===== config.mk =====
export PLATFORM = sky130hd
export DESIGN_NAME = instruction_sequencer_flat
export DESIGN_NICKNAME = d
export VERILOG_FILES = /design/src/rtl/instruction_sequencer_if.sv /design/src/rtl/instruction_sequencer.sv /design/src/flat_wrapper.sv
export SDC_FILE = /design/constraint.sdc
export NUM_CORES = 2
export LEC_CHECK = 0
export BUFFER_PORTS_ARGS = -buffer_cell sky130_fd_sc_hd__buf_2
export CAP_MARGIN = 30
export CORE_MARGIN = 2
export CORE_UTILIZATION = 61
export CTS_CLUSTER_SIZE = 8
export DETAILED_ROUTE_END_ITERATION = 16
export PLACE_DENSITY = 0.78
export SYNTH_ARGS = -nofsm -noshare
export SYNTH_HDL_FRONTEND = slang
export SYNTH_SLANG_ARGS = --single-unit

===== constraint.sdc =====
create_clock -name clk -period 8.65 [get_ports clk]
set_input_delay 1.73 -clock clk [delete_from_list [all_inputs] [get_ports clk]]
set_output_delay 1.73 -clock clk [all_outputs]
set_load 0.02 [all_outputs]

===== src/rtl/instruction_sequencer_if.sv =====
// Host/control-unit bus of the instruction sequencer.
// SEQ_SINGLE_STEP_EN adds the step_mode/step pair.
interface instruction_sequencer_if #(
    parameter int ADDR_W = 6,
    parameter int GAP_W  = 8
);
    logic                    prog_we;
    logic [ADDR_W-1:0]       prog_addr;
    logic [24+GAP_W-1:0]     prog_data;
    logic                    start;
    logic [ADDR_W:0]         prog_len;
    logic                    stall;
    logic                    abort;
    logic [23:0]             instruction;
    logic                    instr_valid;
    logic [ADDR_W-1:0]       pc;
    logic                    busy;
    logic                    done;
    logic                    prog_err;
`ifdef SEQ_SINGLE_STEP_EN
    logic                    step_mode;
    logic                    step;

    modport master (
        output prog_we, prog_addr, prog_data, start, prog_len, stall, abort, step_mode, step,
        input  instruction, instr_valid, pc, busy, done, prog_err
    );
    modport slave (
        input  prog_we, prog_addr, prog_data, start, prog_len, stall, abort, step_mode, step,
        output instruction, instr_valid, pc, busy, done, prog_err
    );
`else
    modport master (
        output prog_we, prog_addr, prog_data, start, prog_len, stall, abort,
        input  instruction, instr_valid, pc, busy, done, prog_err
    );
    modport slave (
        input  prog_we, prog_addr, prog_data, start, prog_len, stall, abort,
        output instruction, instr_valid, pc, busy, done, prog_err
    );
`endif
endinterface


===== src/rtl/instruction_sequencer.sv =====
// Program sequencer issuing 24-bit control words from a preloaded RAM with bubbles.
// Optional single-step issue gated by `define SEQ_SINGLE_STEP_EN.
module instruction_sequencer #(
    parameter int ADDR_W = 6,
    parameter int GAP_W  = 8
) (
    input logic clk,
    input logic rst,
    instruction_sequencer_if.slave bus
);
    localparam int DEPTH = 1 << ADDR_W;
    localparam logic [ADDR_W:0] DEPTH_LEN = (ADDR_W+1)'(DEPTH);

    typedef enum logic [1:0] {IDLE, RUN, GAP, DONE} state_t;

    state_t state, state_n;
    logic [24+GAP_W-1:0] mem [DEPTH];
    logic [24+GAP_W-1:0] entry;
    logic [GAP_W-1:0]    bubble;
    logic [ADDR_W-1:0]   pc_q, pc_n;
    logic [ADDR_W:0]     len_q, len_n, cnt_q, cnt_n, cnt_inc;
    logic [GAP_W-1:0]    gap_q, gap_n;
    logic [23:0]         instr_q, instr_n;
    logic                valid_q, valid_n, busy_q, busy_n, done_q, done_n, err_q, err_n;
    logic                mem_we, issue_ok, running;

`ifdef SEQ_SINGLE_STEP_EN
    logic step_q;

    always_ff @(posedge clk) begin
        if (rst) step_q <= 1'b0;
        else     step_q <= bus.step;
    end

    assign issue_ok = !bus.stall && (!bus.step_mode || (bus.step && !step_q));
`else
    assign issue_ok = !bus.stall;
`endif

    assign entry   = mem[pc_q];
    assign bubble  = entry[24 +: GAP_W];
    assign cnt_inc = cnt_q + 1'b1;
    assign running = (state == RUN) || (state == GAP);

    always_ff @(posedge clk) begin
        if (mem_we) mem[bus.prog_addr] <= bus.prog_data;
    end

    // Completion is judged by the issued count, so a full-depth program works even though pc wraps.
    always_comb begin
        state_n = state;
        pc_n    = pc_q;
        len_n   = len_q;
        cnt_n   = cnt_q;
        gap_n   = gap_q;
        instr_n = '0;
        valid_n = 1'b0;
        done_n  = 1'b0;
        err_n   = err_q;
        mem_we  = 1'b0;

        if (running && bus.prog_we) err_n = 1'b1;

        unique case (state)
            IDLE: begin
                mem_we = bus.prog_we;
                if (bus.start) begin
                    if (bus.prog_len != '0 && bus.prog_len <= DEPTH_LEN) begin
                        state_n = RUN;
                        len_n   = bus.prog_len;
                        pc_n    = '0;
                        cnt_n   = '0;
                        err_n   = 1'b0;
                    end else begin
                        err_n = 1'b1;
                    end
                end
            end
            RUN: begin
                if (issue_ok) begin
                    instr_n = entry[23:0];
                    valid_n = 1'b1;
                    pc_n    = pc_q + 1'b1;
                    cnt_n   = cnt_inc;
                    gap_n   = bubble;
                    if (bubble != '0)          state_n = GAP;
                    else if (cnt_inc == len_q) state_n = DONE;
                end
            end
            GAP: begin
                gap_n = gap_q - 1'b1;
                if (gap_q <= GAP_W'(1)) state_n = (cnt_q == len_q) ? DONE : RUN;
            end
            DONE: begin
                done_n  = 1'b1;
                state_n = IDLE;
            end
            default: state_n = IDLE;
        endcase

        if (bus.abort && state != IDLE) begin
            state_n = IDLE;
            pc_n    = pc_q;
            instr_n = '0;
            valid_n = 1'b0;
            done_n  = 1'b0;
        end

        busy_n = (state_n == RUN) || (state_n == GAP);
    end

    always_ff @(posedge clk) begin
        if (rst) begin
            state   <= IDLE;
            pc_q    <= '0;
            len_q   <= '0;
            cnt_q   <= '0;
            gap_q   <= '0;
            instr_q <= '0;
            valid_q <= 1'b0;
            busy_q  <= 1'b0;
            done_q  <= 1'b0;
            err_q   <= 1'b0;
        end else begin
            state   <= state_n;
            pc_q    <= pc_n;
            len_q   <= len_n;
            cnt_q   <= cnt_n;
            gap_q   <= gap_n;
            instr_q <= instr_n;
            valid_q <= valid_n;
            busy_q  <= busy_n;
            done_q  <= done_n;
            err_q   <= err_n;
        end
    end

    assign bus.instruction = instr_q;
    assign bus.instr_valid = valid_q;
    assign bus.pc          = pc_q;
    assign bus.busy        = busy_q;
    assign bus.done        = done_q;
    assign bus.prog_err    = err_q;
endmodule


===== src/flat_wrapper.sv =====
// flat-port wrapper written by rule: the top's interface ports become plain ports
module instruction_sequencer_flat 
#(
    parameter int ADDR_W = 6,
    parameter int GAP_W  = 8
)
  (clk, rst, bus_prog_we, bus_prog_addr, bus_prog_data, bus_start, bus_prog_len, bus_stall, bus_abort, bus_instruction, bus_instr_valid, bus_pc, bus_busy, bus_done, bus_prog_err);
  instruction_sequencer_if #(.ADDR_W(ADDR_W), .GAP_W(GAP_W)) bus_i ();
  input logic clk;
  input logic rst;
  input wire logic [$bits(bus_i.prog_we)-1:0] bus_prog_we;
  input wire logic [$bits(bus_i.prog_addr)-1:0] bus_prog_addr;
  input wire logic [$bits(bus_i.prog_data)-1:0] bus_prog_data;
  input wire logic [$bits(bus_i.start)-1:0] bus_start;
  input wire logic [$bits(bus_i.prog_len)-1:0] bus_prog_len;
  input wire logic [$bits(bus_i.stall)-1:0] bus_stall;
  input wire logic [$bits(bus_i.abort)-1:0] bus_abort;
  output wire logic [$bits(bus_i.instruction)-1:0] bus_instruction;
  output wire logic [$bits(bus_i.instr_valid)-1:0] bus_instr_valid;
  output wire logic [$bits(bus_i.pc)-1:0] bus_pc;
  output wire logic [$bits(bus_i.busy)-1:0] bus_busy;
  output wire logic [$bits(bus_i.done)-1:0] bus_done;
  output wire logic [$bits(bus_i.prog_err)-1:0] bus_prog_err;
  assign bus_i.prog_we = bus_prog_we;
  assign bus_i.prog_addr = bus_prog_addr;
  assign bus_i.prog_data = bus_prog_data;
  assign bus_i.start = bus_start;
  assign bus_i.prog_len = bus_prog_len;
  assign bus_i.stall = bus_stall;
  assign bus_i.abort = bus_abort;
  assign bus_instruction = bus_i.instruction;
  assign bus_instr_valid = bus_i.instr_valid;
  assign bus_pc = bus_i.pc;
  assign bus_busy = bus_i.busy;
  assign bus_done = bus_i.done;
  assign bus_prog_err = bus_i.prog_err;
  instruction_sequencer #(.ADDR_W(ADDR_W), .GAP_W(GAP_W)) u_core (.clk(clk), .rst(rst), .bus(bus_i));
endmodule

==> metrics <==
status=finished clean; total grt overflow=0; first-pass GRT wire length=327 mm; initial antenna violation count=11; P per Cell Area=250 mW/mm²; root buffer cell=clkbuf_16; Peak VDD IR=0.226 mV; final setup fails=0; Seq cells post-synth=2112; Resize count post-CTS=0; Max clock buf depth=4; CP Class=reg -> reg; post-synthesis simple-gate area fraction=0.0186; max-cap violations=0; worst-margin pin slew=1.09 ns; HP Class=reg -> reg; Setup Skew=0.0616 ns; crit-path max FO=56; largest family of logic cells by synthesized area=multiplexers; IO Pins=85; Die Outline Area=0.136 mm²; CTS Buf Count=314; Hold Buf Count CTS=0; 1st-iter DRT viols=7725; CP cell instances=buf_4, buf_4, mux4_2, mux4_2, nor2b_1, a211oi_1, a211oi_1; fraction of registers with async set/reset=0; Cell Rows=133; Worst Path Required=9.35 ns; xor-xnor portion of the synthesized cell area=0.00216; Yosys Warn Count=0; vias in the first global route=42800; number of flops mapped to enable cells by yosys=2048; CTS sink count=2112; Post CTS Setup Buffer Count=0; Clock transition at path regs=0.06 ns; commonest non-fill, non-tap cells in the layout=2048 x edfxtp_1, 608 x mux4_2, 323 x clkbuf_16; DP Worst Slack=3.87 ns; CTS tree=done; largest net degree at the start of global routing=114; die height=368 µm; Post-Route WL=234 mm; final core occ=0.707; final critical-path setup slack=4.13 ns; fin nets=3865; WL/cell=41.2 µm; post-synthesis sequential area ratio=0.776; period utilisation layout=0.522; share of cells above drive strength 1=0.317; drt drc=0; post-synthesis compound-gate area fraction=0.0139; via count=42300; Avg Vias per Cell=7.45; max frequency=221 MHz; Netlist Area Pre-Place=0.0809 mm²; clock latency at the later pin of the worst-skew pair=0.91 ns; critical path's slowest cell=buf_4; CTS HTree Levels=5; most common cell after layout, fill and taps aside=edfxtp_1; Core Box Area=0.132 mm²; Adder-Cell Fraction of Synth Area=0.00124; Fin. Hold Viols=0; initial core utilization=0.615; Max stage delay on crit path=0.83 ns; Die X=368 µm; setup_tns=0 ns; PortBufs=84; Worst Path Arrival=5.22 ns; critical path launch point type=flop; Synth cell types=63; Post-Syn Instances=3457; unrepaired setup endpoints after global routing=false; CP Capture Type=flop; Layout area overhead=15.1%; Worst slew margin=0.276; DP HPWL=109 mm; main flop type after synthesis=edfxtp_1; Syn Area/Cell=23.4 µm²; leakage power=28.6 nW; Syn Nets=3516; GP Congestion=0.846; post-synthesis mux area share=0.176; GRT Total Usage=0.349; Max Slew Vio Count=0; crit path time final=4.52 ns; total power=23.2 mW; final antenna-violating net count=0; drt first pass iters=6
==> routing by layer <==
metal  part of all wire  GRT usage  up-vias
met4              0.063      0.190       10
li1                   -          -    15400
met5            0.00025          0        -
met1               0.33      0.459    21800
met3               0.13     0.0993      798
met2               0.47      0.537     4214
==> cells by family after synthesis <==
group	count (synthesis)
buf+inv	196
compound gates	163
fa+ha+maj	8
simple gates	299
mux	659
flops	2112
xor+xnor	20
==> synth_stat cells, types with 4 or more instances <==
| cell type | n | area share |
|---|---|---|
| xnor2_1 | 8 | 0.00087 |
| a22o_1 | 6 | 0.00065 |
| a211oi_1 | 44 | 0.0041 |
| clkbuf_1 | 78 | 0.0036 |
| nor2_1 | 105 | 0.0049 |
| buf_1 | 13 | 0.00060 |
| a22oi_1 | 18 | 0.0017 |
| nand4_1 | 16 | 0.0012 |
| a32oi_1 | 4 | 0.00043 |
| xor2_1 | 12 | 0.0013 |
| o22ai_1 | 9 | 0.00070 |
| ha_1 | 8 | 0.0012 |
| nor2b_1 | 38 | 0.0029 |
| nand3b_1 | 9 | 0.00083 |
| inv_1 | 11 | 0.00051 |
| nand2b_1 | 6 | 0.00046 |
| nor3_1 | 10 | 0.00062 |
| buf_4 | 31 | 0.0029 |
| buf_2 | 50 | 0.0031 |
| a21oi_1 | 32 | 0.0020 |
| mux2i_1 | 42 | 0.0052 |
| o21ai_0 | 21 | 0.0013 |
| mux2_2 | 9 | 0.0013 |
| edfxtp_1 | 2048 | 0.76 |
| dfxtp_1 | 64 | 0.016 |
| or3_1 | 5 | 0.00039 |
| and2_1 | 12 | 0.00093 |
| nand3_1 | 28 | 0.0017 |
| mux4_2 | 608 | 0.17 |
| nand2_1 | 44 | 0.0020 |
| buf_6 | 9 | 0.0013 |
==> power by group <==
group	internal (mW)	switching [mW]	total (mW)
registers	11.3	0.0455	11.4
logic	0.401	0.591	0.993
clock network	6.67	4.21	10.9
total	18.4	4.85	23.2
==> final timing paths <==
path              startpoint  slack (ns)                         to  cells past startpoint
max                     flop        4.13  u_core.bus.instruction[0]                      7
min          u_core.gap_q[1]        0.48            u_core.gap_q[1]                      2
max reg2reg             flop        4.13  u_core.bus.instruction[0]                      7
min reg2reg  u_core.gap_q[1]        0.48            u_core.gap_q[1]                      2
==> area by class of cell <==
cell class                 count  area, µm²
antenna                        3       7.51
clock buffer                 419       8440
clock inverter                 4       27.5
fill                        6995      38500
inverter                      12       47.5
multi-input combinational   1149      17600
sequential                  2112      62800
tap                         1755       2200
timing repair buffer         217       1980
==> per-stage QoR <==
stage / instance area (µm²) / hold WS [ns] / std cells
final: 93100 / 0.477 / 5671
after global placement: 83800 / 0.460 / 5205
after detailed placement: 84200 / 0.468 / 5223
after global routing: 93100 / 0.506 / 5671
after CTS: 92700 / 0.476 / 5646
after floorplan: 80900 / 0.445 / 3457
==> flip-flops by register name (all words and copies together), names as in the netlist, named ones only <==
name / cells
u_core.bus.instruction: 24
u_core.state: 2
u_core.bus.prog_err: 1
u_core.bus.done: 1
u_core.gap_q: 8
u_core.cnt_q: 7
u_core.bus.instr_valid: 1
u_core.mem: 2048
u_core.bus.busy: 1
u_core.len_q: 7
u_core.bus.pc: 6
==> critical path: cells and delay by family, from the launching register on <==
family	cells	cell delay, ns
buffers and inverters	2	1.60
flip-flops	1	0.74
AND/OR/NAND/NOR	1	0.16
multiplexers	2	0.97
AO/OA/AOI/OAI	2	0.74
No activity file was read; power rests on OpenSTA's default activity.
